[src/rtl/cpu_pkg.sv]
// Shared CPU-side definitions: memory geometry, loader framing constants, loader state encoding.
package cpu_pkg;

  localparam int unsigned ADDR_W    = 11;
  localparam int unsigned DATA_W    = 14;
  localparam int unsigned BYTE_W    = 8;
  localparam int unsigned CNT_W     = 12;
  localparam int unsigned TIMEOUT   = 1000;
  localparam logic [7:0]  SYNC_BYTE = 8'hA5;

  typedef enum logic [2:0] {
    IDLE    = 3'd0,
    CNT_HI  = 3'd1,
    CNT_LO  = 3'd2,
    DATA_HI = 3'd3,
    DATA_LO = 3'd4,
    CHK     = 3'd5,
    DONE    = 3'd6,
    ERROR   = 3'd7
  } ld_state_e;

endpackage

[src/rtl/prog_rom_loader.sv]
// Host byte-stream to program-memory writer: frames bytes into 14-bit words,
// writes them sequentially and holds the CPU in reset while a load is pending.
module prog_rom_loader
  import cpu_pkg::*;
#(
  parameter int unsigned TIMEOUT_CYC = TIMEOUT
) (
  input  logic              clk,
  input  logic              reset,
  input  logic [BYTE_W-1:0] in_data,
  input  logic              in_valid,
  output logic              in_ready,
  output logic              rom_we,
  output logic [ADDR_W-1:0] rom_addr,
  output logic [DATA_W-1:0] rom_wdata,
  output logic              cpu_hold,
  output logic              load_done,
  output logic              load_err
);

  localparam int unsigned TO_W      = $clog2(TIMEOUT_CYC + 1);
  localparam int unsigned MAX_WORDS = 1 << ADDR_W;
  localparam int unsigned WHI_W     = DATA_W - BYTE_W;

  ld_state_e            state_q, state_d;
  logic [BYTE_W-1:0]    chk_q, chk_d;
  logic [3:0]           cnt_hi_q, cnt_hi_d;
  logic [WHI_W-1:0]     whi_q, whi_d;
  logic [CNT_W-1:0]     words_q, words_d;
  logic [ADDR_W-1:0]    addr_q, addr_d;
  logic [TO_W-1:0]      idle_q, idle_d;
  logic                 in_ready_q, in_ready_d;
  logic                 rom_we_q, rom_we_d;
  logic [ADDR_W-1:0]    rom_addr_q, rom_addr_d;
  logic [DATA_W-1:0]    rom_wdata_q, rom_wdata_d;
  logic                 cpu_hold_q, cpu_hold_d;
  logic                 load_done_q, load_done_d;
  logic                 load_err_q, load_err_d;

  logic                 accept;
  logic                 timed;
  logic [CNT_W-1:0]     n_words;

  assign accept  = in_valid & in_ready_q;
  assign n_words = {cnt_hi_q, in_data};
  assign timed   = (state_q == CNT_HI) || (state_q == CNT_LO) || (state_q == DATA_HI) ||
                   (state_q == DATA_LO) || (state_q == CHK);

  // Next-state, framing datapath, timeout and registered-output computation.
  always_comb begin
    state_d     = state_q;
    chk_d       = chk_q;
    cnt_hi_d    = cnt_hi_q;
    whi_d       = whi_q;
    words_d     = words_q;
    addr_d      = addr_q;
    idle_d      = '0;
    in_ready_d  = 1'b0;
    rom_we_d    = 1'b0;
    rom_addr_d  = rom_addr_q;
    rom_wdata_d = rom_wdata_q;
    cpu_hold_d  = cpu_hold_q;
    load_done_d = 1'b0;
    load_err_d  = load_err_q;

    case (state_q)
      IDLE: begin
        if (accept && (in_data == SYNC_BYTE)) begin
          state_d    = CNT_HI;
          cpu_hold_d = 1'b1;
          load_err_d = 1'b0;
          chk_d      = '0;
          addr_d     = '0;
        end
      end
      CNT_HI: begin
        if (accept) begin
          cnt_hi_d = in_data[3:0];
          chk_d    = chk_q + in_data;
          state_d  = CNT_LO;
        end
      end
      CNT_LO: begin
        if (accept) begin
          chk_d   = chk_q + in_data;
          words_d = n_words;
          if ((CNT_W + 1)'(n_words) > (CNT_W + 1)'(MAX_WORDS)) begin
            state_d = ERROR;
          end else if (n_words == '0) begin
            state_d = CHK;
          end else begin
            state_d = DATA_HI;
          end
        end
      end
      DATA_HI: begin
        if (accept) begin
          whi_d   = in_data[WHI_W-1:0];
          chk_d   = chk_q + in_data;
          state_d = DATA_LO;
        end
      end
      DATA_LO: begin
        if (accept) begin
          chk_d       = chk_q + in_data;
          rom_we_d    = 1'b1;
          rom_addr_d  = addr_q;
          rom_wdata_d = {whi_q, in_data};
          addr_d      = addr_q + 1'b1;
          words_d     = words_q - 1'b1;
          state_d     = (words_q == CNT_W'(1)) ? CHK : DATA_HI;
        end
      end
      CHK: begin
        if (accept) begin
          state_d = (in_data == chk_q) ? DONE : ERROR;
        end
      end
      DONE:    state_d = IDLE;
      ERROR:   state_d = IDLE;
      default: state_d = IDLE;
    endcase

    // Idle-gap watchdog inside a frame; the rom_we bubble counts as an idle cycle.
    if (timed && !accept) begin
      idle_d = idle_q + 1'b1;
      if (idle_d == TO_W'(TIMEOUT_CYC)) begin
        state_d = ERROR;
      end
    end

    if ((state_d == DONE) && (state_q != DONE)) begin
      load_done_d = 1'b1;
      cpu_hold_d  = 1'b0;
    end
    if (state_d == ERROR) begin
      load_err_d = 1'b1;
    end

    in_ready_d = (state_d != DONE) && (state_d != ERROR) && !rom_we_d;
  end

  // State and output registers with synchronous reset.
  always_ff @(posedge clk) begin
    if (reset) begin
      state_q     <= IDLE;
      chk_q       <= '0;
      cnt_hi_q    <= '0;
      whi_q       <= '0;
      words_q     <= '0;
      addr_q      <= '0;
      idle_q      <= '0;
      in_ready_q  <= 1'b0;
      rom_we_q    <= 1'b0;
      rom_addr_q  <= '0;
      rom_wdata_q <= '0;
      cpu_hold_q  <= 1'b0;
      load_done_q <= 1'b0;
      load_err_q  <= 1'b0;
    end else begin
      state_q     <= state_d;
      chk_q       <= chk_d;
      cnt_hi_q    <= cnt_hi_d;
      whi_q       <= whi_d;
      words_q     <= words_d;
      addr_q      <= addr_d;
      idle_q      <= idle_d;
      in_ready_q  <= in_ready_d;
      rom_we_q    <= rom_we_d;
      rom_addr_q  <= rom_addr_d;
      rom_wdata_q <= rom_wdata_d;
      cpu_hold_q  <= cpu_hold_d;
      load_done_q <= load_done_d;
      load_err_q  <= load_err_d;
    end
  end

  assign in_ready  = in_ready_q;
  assign rom_we    = rom_we_q;
  assign rom_addr  = rom_addr_q;
  assign rom_wdata = rom_wdata_q;
  assign cpu_hold  = cpu_hold_q;
  assign load_done = load_done_q;
  assign load_err  = load_err_q;

endmodule

[config.mk]
export PLATFORM = sky130hd
export DESIGN_NAME = prog_rom_loader
export DESIGN_NICKNAME = d
export VERILOG_FILES = /design/src/rtl/cpu_pkg.sv /design/src/rtl/prog_rom_loader.sv
export SDC_FILE = /design/constraint.sdc
export NUM_CORES = 1
export LEC_CHECK = 0
export ABC_AREA = 1
export BUFFER_PORTS_ARGS = -buffer_cell sky130_fd_sc_hd__buf_4
export CAP_MARGIN = 40
export CORE_ASPECT_RATIO = 2
export CORE_MARGIN = 2
export CORE_UTILIZATION = 35
export DETAILED_ROUTE_END_ITERATION = 8
export HOLD_SLACK_MARGIN = 0.02
export SYNTH_ARGS = -nofsm -noshare
export SYNTH_HDL_FRONTEND = slang
export SYNTH_SLANG_ARGS = --single-unit
[constraint.sdc]
create_clock -name clk -period 3 [get_ports clk]
set_input_delay 0 -clock clk [delete_from_list [all_inputs] [get_ports clk]]
set_output_delay 0 -clock clk [all_outputs]
set_load 0.005 [all_outputs]
=== After elaboration in Yosys (flattened, before gate mapping) ===
Cells that the tools add are included.

* Logic and storage cells: 99
* Output and inout port bits: 30
* Input port bits: 11
* Flip-flop bits (word level): 84

* Bitwise gates (word level): 2
* Order comparisons: 1
* Add/sub/neg operators: 4
* Mux-type cells: 28
* Reduce and logical (&&, ||, !) cells: 30
* Equal/unequal tests: 20

{| class="wikitable"
|+ Operators with widths
! operator !! number
|-
| 3-bit two-way mux || 11
|-
| 12-bit two-way mux || 2
|-
| 12-bit one-hot mux with 2 select lines || 1
|-
| 11-bit two-way mux || 2
|-
| 11-bit one-hot mux with 2 select lines || 1
|-
| 3-bit one-hot mux with 7 select lines || 1
|-
| 3-bit equality test (second input constant) || 6
|-
| 8-bit two-way mux || 2
|-
| 8-bit one-hot mux with 2 select lines || 1
|-
| 12-bit by 1-bit equality test with 1-bit output (second input constant) || 1
|-
| 12-bit > comparator (second input constant) || 1
|-
| 12-bit logical NOT || 1
|-
| 12-bit by 1-bit subtractor with 12-bit output (second input constant) || 1
|-
| 11-bit by 1-bit adder with 11-bit output (second input constant) || 1
|-
| 10-bit by 1-bit adder with 10-bit output (second input constant) || 1
|-
| 10-bit equality test (second input constant) || 1
|-
| 2-bit AND reduction || 5
|-
| 2-bit nonzero test || 5
|-
| 3-bit inequality test (second input constant) || 3
|-
| 3-bit AND reduction || 3
|-
| 8-bit adder || 1
|-
| 8-bit equality test || 1
|-
| 8-bit equality test (second input constant) || 1
|-
| 1-bit two-way mux || 7
|-
| other kinds (12) || 25
|}

=== Longest topological paths before layout ===
Gate-level depths: netlist of run 1.

* Depth after elaboration: 10
* Mapped depth: 11
* Gate-level depth less buffers: 11

=== Least setup slack after synthesis of run 1 ===
No wires, ideal clock.

* Path type: register -> register
* From: register chk_q[0]
* To: register chk_q[6]
* Cell stages (with the launch flop): 12
* Library setup time: 0.071 ns
* Arrival time: 1.561 ns
* Path buffers: 0
* Path slack: 1.369 ns
* Path through: dfxtp_1 ha_1 fa_1 nand3_1 nand3_1 nand2_1 nand2_1 nand2_1 nand2_1 a21boi_0 o21ai_1 a21oi_1

* Longest elaborated chain between the ends: 3

{| class="wikitable"
|+ Ends and longest elaborated chain
! item !! RTL line !! text
|-
| from (decl) || prog_rom_loader.sv:26 || <nowiki>logic [BYTE_W-1:0] chk_q, chk_d;</nowiki>
|-
| from (signal assigned) || prog_rom_loader.sv:162 || <nowiki>chk_q <= chk_d;</nowiki>
|-
| 8-bit adder || n/a ||
|-
| 8-bit two-way mux || n/a ||
|-
| 8-bit one-hot mux with 2 select lines || prog_rom_loader.sv:66 || <nowiki>case (state_q)</nowiki>
|}

No other way between the ends. The select of a mux whose other input is x is not followed.
A chain may end at the register's enable or synchronous reset.

=== Final worst setup path of run 1 ===
* From: input port in_data[0]
* To: register chk_q[6]

* Longest elaborated chain between the ends: 4

{| class="wikitable"
|+ Ends and longest elaborated chain
! item !! RTL line !! text
|-
| from (decl) || prog_rom_loader.sv:10 || <nowiki>input logic [BYTE_W-1:0] in_data,</nowiki>
|-
| branches (longest 4 deep; another with 8-bit adder) || n/a ||
|}

Parallel ways; which one is timed is not known. The select of a mux whose other input is x is not followed.

==> results of run 1 <==
==> worst min-delay path, stage by stage <==
cell,delay (ns)
buf_4,0.15
nand2_1,0.10
a31oi_1,0.08
==> worst max path at each step <==
stage	startpoint	end	slack, ns	cells past startpoint
after global routing	idle_q[0]	load_err	0.93	9
after CTS	in_ready	load_err	1.15	10
after detailed placement	in_ready	load_err	1.16	10
final	in_data[0]	chk_q[6]	1.15	13
after floorplan	chk_q[0]	chk_q[6]	1.37	11
after global placement	in_ready	in_ready	1.21	9
==> cell usage in the layout, fill, tap and decap left out, types with 3 or more instances in the layout <==
cell type and n:
a211oi_1 3, inv_8 3, nor3_1 11, nand3_1 35, nand2_4 3, xnor2_1 4
inv_6 3, o21ai_1 25, a21oi_1 44, o21ai_0 38, dfxtp_1 84, dlygate4sd3_1 7
clkbuf_16 9, inv_1 72, nand2_1 128, nor2_1 53, nand4_1 11, inv_2 7
ha_1 11, buf_4 40, nor2_2 4
==> metal layers <==
metal	share of wire [%]	vias to the layer above
met2	53	86
met1	39	1791
met4	4.8	0
met3	3.5	32
li1	-	2002
met5	0	-
==> area by class of cell <==
class	count	area share, %
sequential	84	34.19
inverter	82	6.360
clock buffer	9	4.579
clock inverter	7	1.552
tap	145	3.689
multi-input combinational	402	42.10
timing repair buffer	47	7.530
==> state kept, by name, indices dropped and copies added (netlist names) <==
name	cells
rom_we	1
cnt_hi_q	4
rom_wdata	14
rom_addr	11
idle_q	10
load_err	1
chk_q	8
state_q	3
load_done	1
whi_q	6
in_ready	1
cpu_hold	1
addr_q	11
words_q	12
==> power groups by stage <==
stage               sequential [mW]  combinational (mW)  clock (mW)
detailed placement             1.16               0.149           0
floorplan                      1.15              0.0979           0
global route                   1.13               0.174        1.21
global placement               1.16               0.148           0
finish                         1.13               0.156        1.12
CTS                            1.13               0.156        1.16
==> per-stage QoR <==
stage / instances / hold slack (ns)
6_report: 776 / 0.04187
5_1_grt: 776 / 0.04084
4_1_cts: 776 / 0.02828
3_5_place_dp: 753 / 0.3654
3_3_place_gp: 753 / 0.3609
2_1_floorplan: 581 / 0.07884
==> logic make-up (layout without fill, tap and decap cells) <==
| group | after synthesis | count (layout) | synth area share, % |
|---|---|---|---|
| AOI/OAI and AO/OA | 125 | 125 | 16.28 |
| xor gates and xnor gates | 5 | 5 | 1.057 |
| adders and majority gates | 12 | 12 | 3.807 |
| buffers and inverters | 95 | 145 | 9.396 |
| DFF | 84 | 84 | 40.60 |
| and+or+nand+nor | 260 | 260 | 28.85 |
==> reports/metrics.yaml, run 1 <==
r2r-end: "load_err"
min_path_type: "input port to flip-flop"
crit_family: "buffers and inverters"
p_int_mw: 1.771
rsz0062_at_grt: "false"
grt_pass1_vias: 3702
p_comb_share_pct: 6.5
gp_congestion: 0.8446
multi_input_area_um2: 2071
min_from: "in_data[2]"
num_antenna_cells: 0
r2r_start: "in_ready"
num_io_pins: 41
vias: 3911
yosysMostFrequentCell: "nand2_1"
start_kind: "input port"
cts_buffer_depth: 2
synth_warnings: 0
grt_util_met1_pct: 18.35
arrival_ns: 2.13
max_freq_mhz: 540.7
grtUsageMet3_pct: 3.193
path_max_fanout: 6
grt_pass1_wl_um: 17520
netlist_instances: 581
drt-pass1-iter-count: 4
fin_skew_ns: 0.005448
routed_wl_um: 10890
ys_async_sr_fraction_pct: 0
status: "finished, final reports clean"
drv_slew: 0
drive_gt1_share_pct: 13.31
p_sw_share_pct: 26.54
finalHoldViolations: 0
path_clk_slew_ns: 0.07
h-tree-depth: 3
setup_ws_ns: 1.151
fin_util_pct: 42.29
p_clk_share_pct: 46.6
maxSlewHeadroom_pct: 52.99
path_cells: "dlygate4sd3_1 > buf_4 > ha_1 > fa_1 > nand3_1 > nand3_1 > nand2_1 > nand2_1 > nand2_1 > nand2_1 > a21boi_0 > o21ai_1 > a21oi_1"
initial_utilization_pct: 35.61
clockRootBuffer: "clkbuf_16"
port-buffer-count: 40
wl_per_cell_um: 14.04
core_um2: 11630
period_share_pct: 61.65
hold_end: "words_q[2]"
place_area_um2: 4547
critPathMaxStageDelay_ns: 0.54
grt.busiest_layer: "met2"
critPathRequiredTime_ns: 3.28
ctsHoldBuffers: 7
drc: 0
crit_buf_inv: 2
clk_latency_ns: 0.35
rrSetupSlack_ns: 1.16
layout.area.seq_um2: 1682
cp_common_cell: "nand2_1"
num_rows: 56
yosysTopAreaCell: "dfxtp_1"
setup_violations: 0
cts_resized: 0
synthDistinctLibCells: 44
p_seq_share_pct: 46.9
ant_nets: 0
met2_usage_pct: 32.98
worst_slew_pin_slew_ns: 0.7044
cts_buffers: 9
via_per_inst: 5.040
synth_common_cells: "nand2_1, dfxtp_1, inv_1, nor2_1, a21oi_1"
die_w_um: 80.92
dpl.hpwl_um: 8233
final_cell_area_um2: 4918
dominantRegCellSynth: "dfxtp_1"
place_ws_ns: 1.162
cellLeakagePower_nw: 2.135
synth_top_area_share_pct: 40.60
post_cts_buffers: 0
worstSetupPathType: "input port to flip-flop"
grt_overflow: 0
die-height_um: 157.8
ys_top_cells_by_area: "dfxtp_1, nand2_1, inv_1"
antenna_found_initial: 0
cp_slowest_cell: "dlygate4sd3_1"
drt_iter0_drc: 202
die-area_um2: 12770
final_nets: 649
syn_to_final_growth_pct: 18.76
fin_crit_ns: 1.849
globalRouteTotalUtil_pct: 18.10
ys_ff_latch: 84
clock_sinks: 84
rr_worst_depth: 10
syn_nets: 604
end_kind: "flip-flop"
fin_setup_tns_ns: 0
peakVddDrop_v: 0.0002979
seq_area_frac_synth_pct: 40.60
grt_max_degree: 27
cts_tree: "yes"
p_sw_uw: 639.8
avgSynthCellArea_um2: 7.128
holdPathStages: 3
synth-edff-count: 0
powerDensity_nw_per_um2: 490.1
syn-cell-area_um2: 4141
total_power_mw: 2.411
drv_cap: 0
fillers: 1232
Power figures use the tool's default switching activity.
==> run 2, diff against run 1 <==
Clock period 3 ns to 1.7 ns, I/O delays scaled along.
==> run 2 against run 1 <==
  * Die area is the same
  * Clock skew grew 0.00092 ns
  * Sequential power grew 77%
  * Global-route usage grew 0.68 points
  * Final area grew 9.0%
  * Critical path type is now flip-flop to flip-flop
  * Wire length grew 6.7%
  * Non-clock buffer count grew 28
==> reports/metrics.yaml, run 2 (synthesis gave the netlist of run 1 again) <==
clock_sinks: 84  # unchanged
grtUsageMet3_pct: 3.079  # was 3.193%
setup_violations: 0  # unchanged
start_kind: "flip-flop"  # was input port
setup_ws_ns: 0.06818  # was 1.151 ns
layout_commonest_cell: "nand2_1"  # unchanged
num_rows: 56  # unchanged
syn_to_final_growth_pct: 29.49  # was 18.76%
clockRootBuffer: "clkbuf_16"  # unchanged
drv_cap: 0  # unchanged
path_clk_slew_ns: 0.07  # about the same
vias: 4024  # was 3,911
num_io_pins: 41  # unchanged
most-common-layout-cells: "nand2_1, dfxtp_1, inv_1, buf_4, nor2_1"  # was nand2_1, dfxtp_1, inv_1, nor2_1, a21oi_1
maxSlewHeadroom_pct: 68.75  # was 52.99%
globalRouteTotalUtil_pct: 18.78  # was 18.10%
final_nets: 677  # was 649
status: "finished, final reports clean"  # unchanged
grt_max_degree: 27  # unchanged
num_antenna_cells: 0  # unchanged
drc: 0  # unchanged
dpl.hpwl_um: 8518  # was 8233 um
h-tree-depth: 3  # unchanged
grt_util_met1_pct: 18.02  # was 18.35%
die_w_um: 80.92  # unchanged
max_freq_mhz: 612.8
end_kind: "flip-flop"  # unchanged
port-buffer-count: 40  # unchanged
clk_latency_ns: 0.34  # was 0.35 ns
cts_tree: "yes"  # unchanged
initial_utilization_pct: 35.61  # unchanged
antenna_found_initial: 0  # unchanged
drt-pass1-iter-count: 4  # unchanged
gp_congestion: 0.8749  # was 0.8446
rsz0062_at_grt: "true"  # was false
via_per_inst: 5.005  # was 5.040
worst_slew_pin_slew_ns: 0.4680  # was 0.7044 ns
fin_util_pct: 46.11  # was 42.29%
ant_nets: 0  # unchanged
fin_setup_tns_ns: 0  # unchanged
core_um2: 11630  # unchanged
drive_gt1_share_pct: 22.61  # was 13.31%
arrival_ns: 1.91  # was 2.13 ns
grt_pass1_wl_um: 18220  # was 17,520 um
grt_pass1_vias: 3885  # was 3,702
wl_per_cell_um: 14.46  # was 14.04 um
place_ws_ns: -0.06636  # was 1.162 ns
fin_skew_ns: 0.006367  # was 0.005448 ns
critPathRequiredTime_ns: 1.98  # was 3.28 ns
die-height_um: 157.8  # unchanged
routed_wl_um: 11620  # was 10,890 um
drv_slew: 0  # unchanged
die-area_um2: 12770  # unchanged
cellLeakagePower_nw: 2.309  # was 2.135 nW
total_power_mw: 4.276  # was 2.411 mW
period_share_pct: 95.99
cts_buffer_depth: 2  # unchanged
powerDensity_nw_per_um2: 797.4  # was 490.1 nW/um2
peakVddDrop_v: 0.0005619  # was 0.0002979 V
grt.busiest_layer: "met2"  # unchanged
path_max_fanout: 2  # was 6
cts_buffers: 9  # unchanged
fin_crit_ns: 1.632
timing.hold.ws_ns: 0.04197  # was 0.04187 ns
worstSetupPathType: "flip-flop to flip-flop"  # was input port to flip-flop
grt_overflow: 0  # unchanged
largest_reg_flops: 14  # unchanged
finalHoldViolations: 0  # unchanged
min_path_type: "input port to flip-flop"  # unchanged
drt_iter0_drc: 176  # was 202
met2_usage_pct: 35.73  # was 32.98%
-- run 2: final cells by class --
type	instances	area, um2
multi-input cells	402	2295
clock inverters	7	65.06
well taps	145	181.4
flip-flops and latches	84	1695
fillers	1247	6269
repair buffers	75	584.3
inverters	82	316.6
clock buffers	9	225.2
-- run 2: final timing paths --
path | start | endpoint | cells past startpoint | slack [ns]
max reg2reg | chk_q[0] | chk_q[6] | 11 | 0.07
max | chk_q[0] | chk_q[6] | 11 | 0.07
min | in_data[2] | words_q[2] | 3 | 0.04
min reg2reg | whi_q[5] | whi_q[5] | 2 | 0.46
-- run 2: report_power, final --
part | switching, mW | internal (mW)
Clock | 0.913 | 1.03
Sequential | 0.0169 | 1.98
Combinational | 0.203 | 0.132
Total | 1.13 | 3.14
-- run 2: metal layers --
layer / up-vias / part of all wire [%]
li1: 2059 / -
met1: 1840 / 38
met2: 88 / 55
met3: 37 / 2.6
met4: 0 / 4.5
met5: - / 0
-- run 2: repair_timing --
action	in CTS	in global routing
setup buffers	0	6
pin swaps	0	10
hold buffers	7	0
endpoints found under the setup margin	5	32
gates resized for setup	5	50
hold endpoints to repair	8	0
-- run 2: worst max-delay path: stages (launching register included) --
cell,delay [ns]
dfxtp_2,0.34
ha_4,0.16
fa_2,0.35
nand3_2,0.10
nand3_2,0.07
nand2_2,0.07
nand2_1,0.05
nand2_1,0.05
nand2_1,0.06
a21boi_1,0.12
o21ai_1,0.08
a21oi_1,0.12
-- run 2: metrics by stage --
stage          area [um2]  std cells
2_1_floorplan        4141        581
3_3_place_gp         4712        775
3_5_place_dp         4712        775
4_1_cts              5084        798
5_1_grt              5363        804
6_report             5363        804
==> run 3, diff against run 2 <==
Settings changed: REMOVE_ABC_BUFFERS from default to 1.
==> run 3 against run 2 <==
  * Hold slack got worse by 0.011 ns
  * Die area did not move
  * Clock skew rose by 0.00069 ns
  * Critical endpoint unchanged
  * Count of clock-buffer cells in the layout rose by 1
  * Total power fell by 0.58%
  * The flow now finishes with violations (setup timing)
  * Flip-flop and latch count did not move
  * Highest routed layer unchanged
  * Critical path type unchanged
==> reports/metrics.yaml, run 3 (synthesis gave the netlist of run 1 again) <==
status: "finished with violations"  # was finished, final reports clean
violations: "setup timing"
end_kind: "flip-flop"  # unchanged
period_share_pct: 100.2  # was 95.99%
die-area_um2: 12770  # unchanged
drt_iter0_drc: 151  # was 176
max_freq_mhz: 586.8  # was 612.8 MHz
grt_max_degree: 27  # unchanged
r2r-end: "chk_q[6]"  # unchanged
num_rows: 56  # unchanged
num_antenna_cells: 0  # unchanged
fin_util_pct: 44.72  # was 46.11%
core_um2: 11630  # unchanged
die-height_um: 157.8  # unchanged
final_nets: 670  # was 677
cts_tree: "yes"  # unchanged
fin_crit_ns: 1.704  # was 1.632 ns
port-buffer-count: 40  # unchanged
place_area_um2: 4697  # was 4712 um2
critPathRequiredTime_ns: 1.97  # was 1.98 ns
min_path_type: "input port to flip-flop"  # unchanged
rsz0062_at_grt: "true"  # unchanged
r2r_start: "chk_q[0]"  # unchanged
clk_latency_ns: 0.34  # about the same
via_per_inst: 5.054  # was 5.005
final_cells: 797  # was 804
worst_slew_pin_slew_ns: 0.4706  # was 0.4680 ns
cts_buffer_depth: 2  # unchanged
place_ws_ns: -0.05709  # was -0.06636 ns
grt_pass1_wl_um: 18290  # was 18,220 um
maxSlewHeadroom_pct: 68.58  # was 68.75%
timing.hold.ws_ns: 0.03049  # was 0.04197 ns
ant_nets: 0  # unchanged
gp_congestion: 0.9447  # was 0.8749
num_io_pins: 41  # unchanged
h-tree-depth: 3  # unchanged
worstSetupPathType: "flip-flop to flip-flop"  # unchanged
initial_utilization_pct: 35.61  # unchanged
die_w_um: 80.92  # unchanged
path_cells: "ha_4 > fa_2 > nand3_2 > nand3_2 > nand2_2 > nand2_1 > nand2_1 > nand2_2 > a21boi_2 > o21ai_1 > a21oi_1"  # was ha_4 > fa_2 > nand3_2 > nand3_2 > nand2_2 > nand2_1 > nand2_1 > nand2_1 > a21boi_1 > o21ai_1 > a21oi_1
fin_skew_ns: 0.007053  # was 0.006367 ns
syn_to_final_growth_pct: 25.59  # was 29.49%
globalRouteTotalUtil_pct: 18.59  # was 18.78%
setup_ws_ns: -0.004218  # was 0.06818 ns
grt_pass1_vias: 3952  # was 3,885
grt_overflow: 0  # unchanged
cellLeakagePower_nw: 2.263  # was 2.309 nW
fin_setup_tns_ns: -0.004218  # was 0 ns
wl_per_cell_um: 14.22  # was 14.46 um
cts_buffers: 9  # unchanged
path_max_fanout: 2  # unchanged
setup_violations: 1  # was 0
final_cell_area_um2: 5201  # was 5363 um2
critPathMaxStageDelay_ns: 0.40  # was 0.35 ns
start_kind: "flip-flop"  # unchanged
most-common-layout-cells: "nand2_1, dfxtp_1, inv_1, buf_4, nor2_1"  # unchanged
holdPathStages: 3  # unchanged
min_from: "in_data[5]"  # was in_data[2]
routed_wl_um: 11340  # was 11,620 um
rr_worst_depth: 11  # unchanged
hold_end: "whi_q[5]"  # was words_q[2]
fillers: 1229  # was 1,247
peakVddDrop_v: 0.0005042  # was 0.0005619 V
drc: 0  # unchanged
powerDensity_nw_per_um2: 817.4  # was 797.4 nW/um2
clockRootBuffer: "clkbuf_16"  # unchanged
drv_slew: 0  # unchanged
vias: 4028  # was 4,024
path_clk_slew_ns: 0.06  # was 0.07 ns
antenna_found_initial: 0  # unchanged
total_power_mw: 4.251  # was 4.276 mW
drive_gt1_share_pct: 21.17  # was 22.61%
clock_sinks: 84  # unchanged
dp_cells: 773  # was 775
arrival_ns: 1.97  # was 1.91 ns
largest_reg_flops: 14  # unchanged
cp_slowest_cell: "fa_2"  # unchanged
drv_cap: 0  # unchanged
layout_commonest_cell: "nand2_1"  # unchanged
dpl.hpwl_um: 8447  # was 8518 um
rrSetupSlack_ns: -0.004  # was 0.07 ns
finalHoldViolations: 0  # unchanged
drt-pass1-iter-count: 4  # unchanged
## run 3: cell count changes in the layout (fill, tap and decap cells not counted), sizes merged
cell | before | now
clkinvlp | 2 | 4
clkbuf | 9 | 10
inv | 85 | 81
bufinv | 0 | 1
dlygate4sd3 | 7 | 4
buf | 68 | 64
## run 3: power breakdown
group	internal (mW)	switching (mW)
registers	1.98	0.0144
clock network	1.14	0.812
logic	0.111	0.194
total	3.23	1.02
## run 3: layout make-up
type	instances	area (um2)	area share [%]
multi-input combinational	402	2202	42.34
inverter	82	312.8	6.014
sequential	84	1687	32.43
timing repair buffer	68	524.3	10.08
clock buffer	10	229.0	4.402
clock inverter	6	65.06	1.251
tap	145	181.4	3.488
## run 3: repair_timing
item,CTS,global route
pin swaps,0,10
resized for setup,4,37
hold buffers,4,0
endpoints found under the setup margin,5,24
buffers inserted,0,4
hold endpoints to repair,4,0
## run 3: worst max-delay path by stage
stage / start / end / cells after the start
2_1_floorplan: chk_q[0] / chk_q[6] / 11
3_3_place_gp: chk_q[0] / chk_q[6] / 11
3_5_place_dp: chk_q[0] / chk_q[6] / 11
4_1_cts: chk_q[0] / chk_q[6] / 11
5_1_grt: chk_q[4] / cpu_hold / 11
6_report: chk_q[0] / chk_q[6] / 11
## run 3: critical path: cells and delay by family, from the launching register on
| kind | cells | cell delay (ns) |
|---|---|---|
| AO/OA/AOI/OAI | 3 | 0.33 |
| adder cells (fa/ha/maj) | 2 | 0.56 |
| flip-flops | 1 | 0.33 |
| AND/OR/NAND/NOR | 6 | 0.40 |
## run 3: routing by layer
metal  GRT usage [%]  vias to the layer above  wire length, um
li1                -                     2047                -
met1           18.36                     1859             4237
met2           35.58                       91             6346
met3           2.737                       31              324
met4           10.17                        0              429
met5               0                        -                0
